### src/rtl/cache_pkg.sv
// Shared types and encodings for the cache-side load/store unit.
// Holds the FSM state type, request size encoding, cache control constants and helpers.
package cache_pkg;

    typedef enum logic [1:0] {
        S_IDLE  = 2'd0,
        S_ISSUE = 2'd1,
        S_WAIT  = 2'd2,
        S_RESP  = 2'd3
    } lsu_state_t;

    typedef enum logic [1:0] {
        SZ_BYTE = 2'd0,
        SZ_HALF = 2'd1,
        SZ_WORD = 2'd2,
        SZ_BAD  = 2'd3
    } req_size_t;

    localparam logic [4:0] LOAD_WORD  = 5'b00100;
    localparam logic [2:0] STORE_BYTE = 3'b001;
    localparam logic [2:0] STORE_HALF = 3'b010;
    localparam logic [2:0] STORE_WORD = 3'b100;

    // Size 3 has no legal alignment, so it is folded into the misaligned case.
    function automatic logic misaligned(input req_size_t size, input logic [1:0] lo);
        logic bad;
        unique case (size)
            SZ_BYTE: bad = 1'b0;
            SZ_HALF: bad = lo[0];
            SZ_WORD: bad = (lo != 2'b00);
            default: bad = 1'b1;
        endcase
        return bad;
    endfunction

    function automatic logic [2:0] store_onehot(input req_size_t size);
        logic [2:0] sc;
        unique case (size)
            SZ_BYTE: sc = STORE_BYTE;
            SZ_HALF: sc = STORE_HALF;
            default: sc = STORE_WORD;
        endcase
        return sc;
    endfunction

endpackage

### src/rtl/cache_lsu_if.sv
// Pipeline request/response port plus CPU-side cache port of the load/store unit.
// The slave modport is the LSU view; master is the pipeline/cache environment view.
interface cache_lsu_if;
    logic        req_valid;
    logic        req_ready;
    logic        req_we;
    logic [1:0]  req_size;
    logic        req_unsigned;
    logic [31:0] req_addr;
    logic [31:0] req_wdata;
    logic        resp_valid;
    logic [31:0] resp_rdata;
    logic        resp_err;
    logic        ren;
    logic        wen;
    logic [31:0] addr;
    logic [31:0] din;
    logic [4:0]  loadcntrl;
    logic [2:0]  storecntrl;
    logic [31:0] dout;
    logic        cache_rdy;

    modport slave (
        input  req_valid, req_we, req_size, req_unsigned, req_addr, req_wdata,
        input  dout, cache_rdy,
        output req_ready, resp_valid, resp_rdata, resp_err,
        output ren, wen, addr, din, loadcntrl, storecntrl
    );

    modport master (
        output req_valid, req_we, req_size, req_unsigned, req_addr, req_wdata,
        output dout, cache_rdy,
        input  req_ready, resp_valid, resp_rdata, resp_err,
        input  ren, wen, addr, din, loadcntrl, storecntrl
    );
endinterface

### src/rtl/cache_lsu_load_align.sv
// Combinational load lane select and sign/zero extension of a cache read word.
// Kept standalone so an uncached load path can share it.
module load_align
    import cache_pkg::*;
(
    input  logic [31:0] data,
    input  logic [1:0]  off,
    input  req_size_t   size,
    input  logic        uns,
    output logic [31:0] result
);
    logic [7:0]  lanes [4];
    logic [7:0]  lane_b;
    logic [15:0] lane_h;

    genvar gi;
    generate
        for (gi = 0; gi < 4; gi++) begin : g_lane
            assign lanes[gi] = data[8*gi +: 8];
        end
    endgenerate

    assign lane_b = lanes[off];
    assign lane_h = off[1] ? data[31:16] : data[15:0];

    always_comb begin
        unique case (size)
            SZ_BYTE: result = {{24{lane_b[7] & ~uns}}, lane_b};
            SZ_HALF: result = {{16{lane_h[15] & ~uns}}, lane_h};
            default: result = data;
        endcase
    end
endmodule

### src/rtl/cache_lsu.sv
// Single-outstanding load/store requester for the CPU-side cache port.
// Registered strobes, alignment check, timeout abandon and saturating stall counter.
module cache_lsu
    import cache_pkg::*;
#(
    parameter int TIMEOUT = 4096,
    parameter int CNT_W   = 32
) (
    input  logic             clk,
    input  logic             rst,
    cache_lsu_if.slave       bus,
    output logic [CNT_W-1:0] stall_cnt
);
    localparam int TMO_W = $clog2(TIMEOUT) + 1;

    lsu_state_t       state_reg, state_next;
    req_size_t        size_in, size_reg;
    logic             we_reg, uns_reg, err_reg;
    logic [1:0]       off_reg;
    logic [31:0]      dout_reg, aligned;
    logic [TMO_W-1:0] tmo_reg;
    logic [CNT_W-1:0] stall_reg;
    logic             ren_reg, ren_next, wen_reg, wen_next;
    logic [31:0]      addr_reg, addr_next, din_reg, din_next;
    logic [4:0]       lc_reg, lc_next;
    logic [2:0]       sc_reg, sc_next;
    logic             accept, bad, tmo_hit, busy, rdy_done;

    assign size_in  = req_size_t'(bus.req_size);
    assign accept   = (state_reg == S_IDLE) && bus.req_valid && bus.cache_rdy;
    assign bad      = misaligned(size_in, bus.req_addr[1:0]);
    assign tmo_hit  = (tmo_reg == TMO_W'(TIMEOUT - 1));
    assign busy     = (state_reg == S_ISSUE) || (state_reg == S_WAIT);
    assign rdy_done = (state_reg == S_WAIT) && bus.cache_rdy;

    always_ff @(posedge clk or posedge rst) begin
        if (rst) state_reg <= S_IDLE;
        else     state_reg <= state_next;
    end

    // A returning cache_rdy in WAIT wins over a coincident timeout.
    always_comb begin
        state_next = state_reg;
        unique case (state_reg)
            S_IDLE:  if (accept) state_next = bad ? S_RESP : S_ISSUE;
            S_ISSUE: begin
                if (!bus.cache_rdy)  state_next = S_WAIT;
                else if (tmo_hit)    state_next = S_RESP;
            end
            S_WAIT:  if (bus.cache_rdy || tmo_hit) state_next = S_RESP;
            default: state_next = S_IDLE;
        endcase
    end

    // Cache-side outputs are computed here and registered, so req_* never reaches them combinationally.
    always_comb begin
        ren_next  = ren_reg;
        wen_next  = wen_reg;
        addr_next = addr_reg;
        din_next  = din_reg;
        lc_next   = lc_reg;
        sc_next   = sc_reg;
        if (accept && !bad) begin
            ren_next  = !bus.req_we;
            wen_next  = bus.req_we;
            addr_next = bus.req_we ? bus.req_addr : {bus.req_addr[31:2], 2'b00};
            din_next  = bus.req_we ? bus.req_wdata : 32'd0;
            lc_next   = bus.req_we ? 5'd0 : LOAD_WORD;
            sc_next   = bus.req_we ? store_onehot(size_in) : 3'd0;
        end else if ((state_reg == S_ISSUE) && (state_next != S_ISSUE)) begin
            ren_next = 1'b0;
            wen_next = 1'b0;
            lc_next  = 5'd0;
            sc_next  = 3'd0;
        end
    end

    always_ff @(posedge clk or posedge rst) begin
        if (rst) begin
            ren_reg   <= 1'b0;
            wen_reg   <= 1'b0;
            addr_reg  <= '0;
            din_reg   <= '0;
            lc_reg    <= '0;
            sc_reg    <= '0;
            we_reg    <= 1'b0;
            uns_reg   <= 1'b0;
            err_reg   <= 1'b0;
            size_reg  <= SZ_BYTE;
            off_reg   <= '0;
            dout_reg  <= '0;
            tmo_reg   <= '0;
            stall_reg <= '0;
        end else begin
            ren_reg  <= ren_next;
            wen_reg  <= wen_next;
            addr_reg <= addr_next;
            din_reg  <= din_next;
            lc_reg   <= lc_next;
            sc_reg   <= sc_next;
            if (accept) begin
                we_reg   <= bus.req_we;
                uns_reg  <= bus.req_unsigned;
                size_reg <= size_in;
                off_reg  <= bus.req_addr[1:0];
                err_reg  <= bad;
                dout_reg <= '0;
                tmo_reg  <= '0;
            end else if (busy) begin
                tmo_reg <= tmo_reg + 1'b1;
            end
            if (rdy_done)
                dout_reg <= bus.dout;
            else if (busy && (state_next == S_RESP))
                err_reg <= 1'b1;
            if (busy && (stall_reg != {CNT_W{1'b1}}))
                stall_reg <= stall_reg + 1'b1;
        end
    end

    load_align u_align (
        .data   (dout_reg),
        .off    (off_reg),
        .size   (size_reg),
        .uns    (uns_reg),
        .result (aligned)
    );

    assign bus.req_ready  = (state_reg == S_IDLE) && bus.cache_rdy;
    assign bus.resp_valid = (state_reg == S_RESP);
    assign bus.resp_err   = (state_reg == S_RESP) && err_reg;
    assign bus.resp_rdata = ((state_reg == S_RESP) && !err_reg && !we_reg) ? aligned : 32'd0;
    assign bus.ren        = ren_reg;
    assign bus.wen        = wen_reg;
    assign bus.addr       = addr_reg;
    assign bus.din        = din_reg;
    assign bus.loadcntrl  = lc_reg;
    assign bus.storecntrl = sc_reg;
    assign stall_cnt      = stall_reg;
endmodule

### src/flat_wrapper.sv
// flat-port wrapper written by rule: the top's interface ports become plain ports
module cache_lsu_flat import cache_pkg::*;
#(
    parameter int TIMEOUT = 4096,
    parameter int CNT_W   = 32
)
  (clk, rst, stall_cnt, bus_req_valid, bus_req_we, bus_req_size, bus_req_unsigned, bus_req_addr, bus_req_wdata, bus_dout, bus_cache_rdy, bus_req_ready, bus_resp_valid, bus_resp_rdata, bus_resp_err, bus_ren, bus_wen, bus_addr, bus_din, bus_loadcntrl, bus_storecntrl);
  cache_lsu_if bus_i ();
  input  logic clk;
  input  logic rst;
  output logic [CNT_W-1:0] stall_cnt;
  input wire logic [$bits(bus_i.req_valid)-1:0] bus_req_valid;
  input wire logic [$bits(bus_i.req_we)-1:0] bus_req_we;
  input wire logic [$bits(bus_i.req_size)-1:0] bus_req_size;
  input wire logic [$bits(bus_i.req_unsigned)-1:0] bus_req_unsigned;
  input wire logic [$bits(bus_i.req_addr)-1:0] bus_req_addr;
  input wire logic [$bits(bus_i.req_wdata)-1:0] bus_req_wdata;
  input wire logic [$bits(bus_i.dout)-1:0] bus_dout;
  input wire logic [$bits(bus_i.cache_rdy)-1:0] bus_cache_rdy;
  output wire logic [$bits(bus_i.req_ready)-1:0] bus_req_ready;
  output wire logic [$bits(bus_i.resp_valid)-1:0] bus_resp_valid;
  output wire logic [$bits(bus_i.resp_rdata)-1:0] bus_resp_rdata;
  output wire logic [$bits(bus_i.resp_err)-1:0] bus_resp_err;
  output wire logic [$bits(bus_i.ren)-1:0] bus_ren;
  output wire logic [$bits(bus_i.wen)-1:0] bus_wen;
  output wire logic [$bits(bus_i.addr)-1:0] bus_addr;
  output wire logic [$bits(bus_i.din)-1:0] bus_din;
  output wire logic [$bits(bus_i.loadcntrl)-1:0] bus_loadcntrl;
  output wire logic [$bits(bus_i.storecntrl)-1:0] bus_storecntrl;
  assign bus_i.req_valid = bus_req_valid;
  assign bus_i.req_we = bus_req_we;
  assign bus_i.req_size = bus_req_size;
  assign bus_i.req_unsigned = bus_req_unsigned;
  assign bus_i.req_addr = bus_req_addr;
  assign bus_i.req_wdata = bus_req_wdata;
  assign bus_i.dout = bus_dout;
  assign bus_i.cache_rdy = bus_cache_rdy;
  assign bus_req_ready = bus_i.req_ready;
  assign bus_resp_valid = bus_i.resp_valid;
  assign bus_resp_rdata = bus_i.resp_rdata;
  assign bus_resp_err = bus_i.resp_err;
  assign bus_ren = bus_i.ren;
  assign bus_wen = bus_i.wen;
  assign bus_addr = bus_i.addr;
  assign bus_din = bus_i.din;
  assign bus_loadcntrl = bus_i.loadcntrl;
  assign bus_storecntrl = bus_i.storecntrl;
  cache_lsu #(.TIMEOUT(TIMEOUT), .CNT_W(CNT_W)) u_core (.clk(clk), .rst(rst), .bus(bus_i), .stall_cnt(stall_cnt));
endmodule
### config.mk
export PLATFORM = sky130hd
export DESIGN_NAME = cache_lsu_flat
export DESIGN_NICKNAME = d
export VERILOG_FILES = /design/src/rtl/cache_pkg.sv /design/src/rtl/cache_lsu_if.sv /design/src/rtl/cache_lsu_load_align.sv /design/src/rtl/cache_lsu.sv /design/src/flat_wrapper.sv
export SDC_FILE = /design/constraint.sdc
export NUM_CORES = 1
export LEC_CHECK = 0
export BUFFER_PORTS_ARGS = -buffer_cell sky130_fd_sc_hd__buf_2
export CORE_MARGIN = 3
export CORE_UTILIZATION = 55
export DETAILED_ROUTE_END_ITERATION = 6
export GPL_TIMING_DRIVEN = 0
export PLACE_DENSITY_LB_ADDON = 0.08
export SETUP_SLACK_MARGIN = 0.15
export SLEW_MARGIN = 20
export SYNTH_ARGS = -nofsm -noshare
export SYNTH_HDL_FRONTEND = slang
export SYNTH_SLANG_ARGS = --single-unit
export TNS_END_PERCENT = 100
### constraint.sdc
create_clock -name clk -period 15 [get_ports clk]
set_input_delay 3 -clock clk [delete_from_list [all_inputs] [get_ports clk]]
set_output_delay 3 -clock clk [all_outputs]
set_load 0.01 [all_outputs]
==> results of run 1 <==
critical path: stages:
cell and delay (ps):
sky130_fd_sc_hd__buf_2 150, sky130_fd_sc_hd__and2_1 150, sky130_fd_sc_hd__buf_2 150
cell usage in the layout (no fill, tap or decap), types with 25 or more instances in the layout:
cell type,count
sky130_fd_sc_hd__dfrtp_1,155
sky130_fd_sc_hd__o31ai_1,25
sky130_fd_sc_hd__nand2_1,251
sky130_fd_sc_hd__inv_1,34
sky130_fd_sc_hd__nor2_1,27
sky130_fd_sc_hd__nand3_1,50
sky130_fd_sc_hd__a21oi_1,35
sky130_fd_sc_hd__clkbuf_1,37
sky130_fd_sc_hd__buf_2,242
power by group through the flow:
stage | registers (mW) | logic, mW | clock network, mW
after global routing | 0.676 | 0.648 | 0.456
final | 0.660 | 0.581 | 0.434
after floorplan | 0.696 | 0.316 | 0
after detailed placement | 0.661 | 0.578 | 0
after global placement | 0.658 | 0.564 | 0
after CTS | 0.658 | 0.581 | 0.439
through the flow:
stage	cell area, µm²	utilization [%]	hold WS (ps)	setup WS, ps
after floorplan	7260	-	447	7820
final	9310	72.9	458	8550
after detailed placement	8710	68.2	451	8550
after CTS	9310	72.9	463	8550
after global routing	9310	72.9	484	8530
after global placement	8670	67.9	443	6070
final timing paths:
path                                        endpoint  cells past startpoint
worst max-delay path                   bus_req_ready                      3
worst min-delay path              u_core.bus.din[21]                      2
worst max register to register  u_core.stall_cnt[24]                      9
worst min register to register    u_core.bus.din[21]                      2
max in group asynchronous         u_core.size_reg[0]                      3
min in group asynchronous       u_core.stall_cnt[28]                      2
final cells by class:
class,instances,area (µm²),area share (%)
Buffer,50,216,2.32
Clock buffer,26,519,5.58
Clock inverter,6,82.6,0.887
Inverter,35,139,1.49
Multi-Input combinational cell,570,3030,32.6
Sequential cell,155,3880,41.7
Tap cell,172,215,2.31
Timing Repair Buffer,241,1230,13.2
logic make-up (layout without fill, tap and decap cells):
kind of cell	Yosys count	in the layout	share of synthesized area, %
compound gates	123	123	10.9
xor+xnor	39	39	4.71
fa+ha+maj	6	6	1.04
buf+inv	85	358	4.80
flops	155	155	53.5
mux	5	5	0.898
other cells	1	4	0.0517
simple gates	393	393	24.1
routing by layer:
layer  up-vias  global-route usage [%]  part of all wire (%)  wire length, µm
met1      3216                    35.1                    41             8080
met2       244                    45.1                    50             9850
met5         -                       0                  0.11               21
li1       3241                       -                     -                -
met3        31                    7.06                   7.3             1430
met4         4                    7.58                   1.7              328
==> summary.md, run 1 <==
Pwr
- Worst IR Drop VDD: 0.112 mV
- part of the total power dissipated in sequential elements: 39.4%
- net switching share of the total power: 36.5%
- cell area power density: 180 nW/µm²
- leakage power: 4.97 nW
- overall power consumption: 1.67 mW
- Int Pwr: 1.06 mW
- net switching power: 0.611 mW
- share of power burned in combinational logic: 34.7%
- Clk network pwr share: 25.9%

Floorplan
- die area: 14600 µm²
- Placement Rows: 41
- I/O pin cnt: 245
- effective utilization at floorplan: 56.7%
- Core Box Area: 12800 µm²
- Die Height: 121 µm
- horizontal extent of the die: 121 µm

Clocking
- clock transition at the registers of the reported paths: 60 ps
- Clock Root Buffer: sky130_fd_sc_hd__clkbuf_16
- worst-skew pair later-pin latency: 420 ps
- total CTS buffers: 17
- deepest clock path buffer count: 2
- Post-CTS Repair Setup Buffers: 0
- CTS Hold Bufs: 0
- # resized after CTS: 0
- TritonCTS clock tree: built
- H-tree Lvls: 4
- clk sink count: 155

Synthesis
- cell count after synthesis: 807
- dominant cell by count in the synthesized netlist: sky130_fd_sc_hd__nand2_1
- Yosys cell types: 54
- post-synthesis sequential element count: 155
- leading post-synthesis cells by cell area: sky130_fd_sc_hd__dfrtp_1 54%, sky130_fd_sc_hd__nand2_1 13%, sky130_fd_sc_hd__nand3_1 3.5%
- Seq/Total Area, Yosys: 53.5%
- mean post-synth cell area: 8.98 µm²
- cell area after technology mapping: 7250 µm²
- Yosys top cell by area: sky130_fd_sc_hd__dfrtp_1
- ys flop type: sky130_fd_sc_hd__dfrtp_1
- proportion of netlist area held by the largest area contributor: 53.5%
- fraction of registers with async set/reset: 100%
- number of synthesis warnings: 0
- number of enable-type register cells in the synthesized netlist: 0
- ranking of synthesized cells by instance count: 251 x sky130_fd_sc_hd__nand2_1, 155 x sky130_fd_sc_hd__dfrtp_1, 50 x sky130_fd_sc_hd__nand3_1, 35 x sky130_fd_sc_hd__a21oi_1, 35 x sky130_fd_sc_hd__inv_1

Setup path
- category of the critical setup timing path: in -> out
- CP Data Arrival Time: 3450 ps
- Critical R2R Launch: u_core.state_reg[1]
- worst-path fanout max: 8
- slack of the worst reg-to-reg path: 12310 ps
- Setup crit end kind: output pin
- origin of the worst setup path: bus_cache_rdy
- critical path launch point type: primary input
- required time worst endpoint: 12000 ps

Cells and area
- fin cells: 1255
- fill cell count: 1027
- final net count: 1180
- Layout Area Growth over Synthesis: 28.5%
- antenna diode count: 0
- fraction of final layout cells sized beyond drive strength 1: 26.6%

Placed design
- quantity of I/O buffers inserted on ports: 240
- Routability Congestion: 0.915
- half-perimeter wire length after placement: 14.2 mm
- Placed Cells incl. Taps: 1223

Drt
- via count: 6736
- antenna viol nets, final: 0
- ratio of routed vias to standard cells: 5.37
- number of detailed-routing iterations run before antenna repair: 5
- routed length per placed instance: 15.7 µm
- Remaining DRCs: 0
- number of DRC violations after detailed-routing iteration 0: 645
- Total Wirelength: 19.7 mm

STA
- number of hold violations in the final report: 0
- fraction of the cycle the final worst path needs: 43.0%
- RSZ-0062 raised after global routing: no
- min Tclk post-route: 6450 ps
- worst slew slack as a fraction of its limit: 55.6%
- setup tns final: 0 ps
- achievable frequency: 155 MHz
- slew at the pin with the worst max-slew slack: 662 ps
- setup violation total in the final timing report: 0
- maximum clock skew at final layout: 6.71 ps
- Max Slew Vio Count: 0

Global routing
- Overflow after GRT: 0
- antenna violations before repair: 2
- global-route wire length before repair: 31.3 mm
- number of global-route vias before repair: 6307
- largest net degree at the start of global routing: 85
- GR Util All Layers: 27.0%

Run
- Max Cap Viol: 0

Status
- status: completed

Worst hold path
- min-delay worst type: reg -> reg
- worst hold start: u_core.bus.din[21]

(Power assumes the default switching activity.)
==> inputs of run 2 (changes only) <==
Settings changed: CORE_UTILIZATION 55 to 51.
Clock period 15 ns to 6.1 ns, I/O delays scaled along.
==> summary.md, run 2 (synthesized netlist as in run 1, its figures left out) <==
Floorplan
- I/O pin cnt: 245, unchanged
- Placement Rows: 42, was 41
- Core Box Area: 13600 µm², was 12800 µm²
- horizontal extent of the die: 125 µm, was 121 µm
- die area: 15700 µm², was 14600 µm²
- effective utilization at floorplan: 53.5%, was 56.7%
- Die Height: 125 µm, was 121 µm

Cells and area
- Layout Area Growth over Synthesis: 27.7%, was 28.5%
- commonest non-fill, non-tap cell in the layout: sky130_fd_sc_hd__nand2_1, unchanged
- fin cells: 1258, was 1255
- most frequent cells in the layout: 251 x sky130_fd_sc_hd__nand2_1, 242 x sky130_fd_sc_hd__buf_2, 155 x sky130_fd_sc_hd__dfrtp_1, unchanged
- Post-Layout Inst Area: 9250 µm², was 9310 µm²
- antenna diode count: 0, unchanged
- fraction of final layout cells sized beyond drive strength 1: 26.4%, was 26.6%
- final net count: 1180, unchanged

Clocking
- CTS Hold Bufs: 0, unchanged
- Clock Root Buffer: sky130_fd_sc_hd__clkbuf_16, unchanged
- deepest clock path buffer count: 2, unchanged
- Post-CTS Repair Setup Buffers: 0, unchanged
- # resized after CTS: 0, unchanged
- total CTS buffers: 17, unchanged
- clock transition at the registers of the reported paths: 60 ps, about the same
- worst-skew pair later-pin latency: 420 ps, about the same
- H-tree Lvls: 4, unchanged
- TritonCTS clock tree: built, unchanged
- clk sink count: 155, unchanged

Drt
- Total Wirelength: 19.6 mm, was 19.7 mm
- via count: 6634, was 6736
- Remaining DRCs: 0, unchanged
- antenna viol nets, final: 0, unchanged
- routed length per placed instance: 15.6 µm, was 15.7 µm
- number of DRC violations after detailed-routing iteration 0: 532, was 645
- number of detailed-routing iterations run before antenna repair: 5, unchanged
- ratio of routed vias to standard cells: 5.27, was 5.37

Placed design
- placed instance area: 8710 µm², about the same
- minimum setup slack after placement: 2530 ps, was 8550 ps
- quantity of I/O buffers inserted on ports: 240, unchanged
- Routability Congestion: 0.849, was 0.915
- Placed Cells incl. Taps: 1227, was 1223
- half-perimeter wire length after placement: 14.5 mm, was 14.2 mm

Setup path
- worst-path fanout max: 10, was 8
- Setup crit end kind: output pin, unchanged
- Crit path largest cell delay: 490 ps, was 150 ps
- CP Data Arrival Time: 2880 ps, was 3450 ps
- Top Family by Delay on Critical Path: buffers and inverters, unchanged
- required time worst endpoint: 4880 ps, was 12000 ps
- category of the critical setup timing path: reg -> out, was in -> out
- number of buffers and inverters on the critical path: 3, was 2
- Worst path slowest cell: sky130_fd_sc_hd__o21ai_1, was sky130_fd_sc_hd__buf_2
- critical path launch point type: register, was primary input
- cells traversed along the worst timing path: clkbuf_1, mux2_2, nand2_1, a21oi_1, o21ai_1, clkbuf_1, a21oi_1, buf_2, was buf_2, and2_1, buf_2

Global routing
- number of global-route vias before repair: 6348, was 6307
- largest net degree at the start of global routing: 87, was 85
- Overflow after GRT: 0, unchanged
- antenna violations before repair: 1, was 2
- GR Util All Layers: 25.2%, was 27.0%
- global-route wire length before repair: 31.9 mm, was 31.3 mm

STA
- achievable frequency: 244 MHz
- slew at the pin with the worst max-slew slack: 626 ps, was 662 ps
- number of hold violations in the final report: 0, unchanged
- worst slew slack as a fraction of its limit: 57.9%, was 55.6%
- RSZ-0062 raised after global routing: no, unchanged
- maximum clock skew at final layout: 6.56 ps, was 6.71 ps
- min Tclk post-route: 4100 ps
- setup violation total in the final timing report: 0, unchanged
- fin worst setup slack: 2000 ps, was 8550 ps
- Max Slew Vio Count: 0, unchanged
- worst hold slack across all endpoints: 459 ps, was 458 ps
- fraction of the cycle the final worst path needs: 67.2%

Pwr
- Worst IR Drop VDD: 0.276 mV, was 0.112 mV
- overall power consumption: 4.01 mW, was 1.67 mW
- leakage power: 4.94 nW, was 4.97 nW
- cell area power density: 434 nW/µm², was 180 nW/µm²

Worst hold path
- min-delay worst type: reg -> reg, unchanged

Run
- Max Cap Viol: 0, unchanged

Status
- status: completed, unchanged

-- run 2: worst register-to-register path, stage by stage (launching register included) --
cell                       delay, ps
sky130_fd_sc_hd__dfrtp_1         450
sky130_fd_sc_hd__inv_1           110
sky130_fd_sc_hd__ha_1            250
sky130_fd_sc_hd__and2_1          170
sky130_fd_sc_hd__nand2_1         200
sky130_fd_sc_hd__nor2_1          350
sky130_fd_sc_hd__clkbuf_1        430
sky130_fd_sc_hd__buf_1           420
sky130_fd_sc_hd__nand3_1         140
sky130_fd_sc_hd__nand2_1         100
-- run 2: path summary, 6_finish.rpt --
path	startpoint	cells past startpoint	slack [ps]	to
min in group asynchronous	rst	2	850	u_core.stall_cnt[28]
setup reg to reg	u_core.state_reg[1]	9	3410	u_core.bus.din[21]
max in group asynchronous	rst	3	4490	u_core.dout_reg[8]
hold reg to reg	u_core.bus.din[30]	2	460	u_core.bus.din[30]
setup / recovery	u_core.off_reg[1]	8	2000	bus_resp_rdata[28]
hold / removal	u_core.bus.din[30]	2	460	u_core.bus.din[30]
-- run 2: routing by layer --
| layer | global-route usage [%] | vias to the layer above | wire length (µm) |
|---|---|---|---|
| met5 | 0 | - | 13 |
| met4 | 7.91 | 2 | 467 |
| met3 | 7.08 | 37 | 1400 |
| met2 | 40.4 | 228 | 9440 |
| met1 | 33.6 | 3130 | 8310 |
| li1 | - | 3237 | - |
-- run 2: area by class of cell --
| class | instances | area (µm²) |
|---|---|---|
| Buffer | 50 | 216 |
| Clock inverter | 8 | 70.1 |
| Clock buffer | 23 | 468 |
| Sequential cell | 155 | 3880 |
| Timing Repair Buffer | 241 | 1230 |
| Multi-Input combinational cell | 570 | 3030 |
| Tap cell | 176 | 220 |
| Inverter | 35 | 139 |
| Fill cell | 1156 | 4310 |
-- run 2: report_power, final --
| part | total (mW) | switching, mW | internal [mW] |
|---|---|---|---|
| Combinational | 1.42 | 0.869 | 0.555 |
| Clock | 0.970 | 0.394 | 0.576 |
| Sequential | 1.62 | 0.225 | 1.39 |
| Total | 4.01 | 1.49 | 2.52 |
-- run 2: through the flow --
step | TNS (ps) | util, %
global placement | -161250 | 64.0
finish | 0 | 68.2
detailed placement | 0 | 64.3
global route | 0 | 68.2
floorplan | 0 | -
CTS | 0 | 68.2
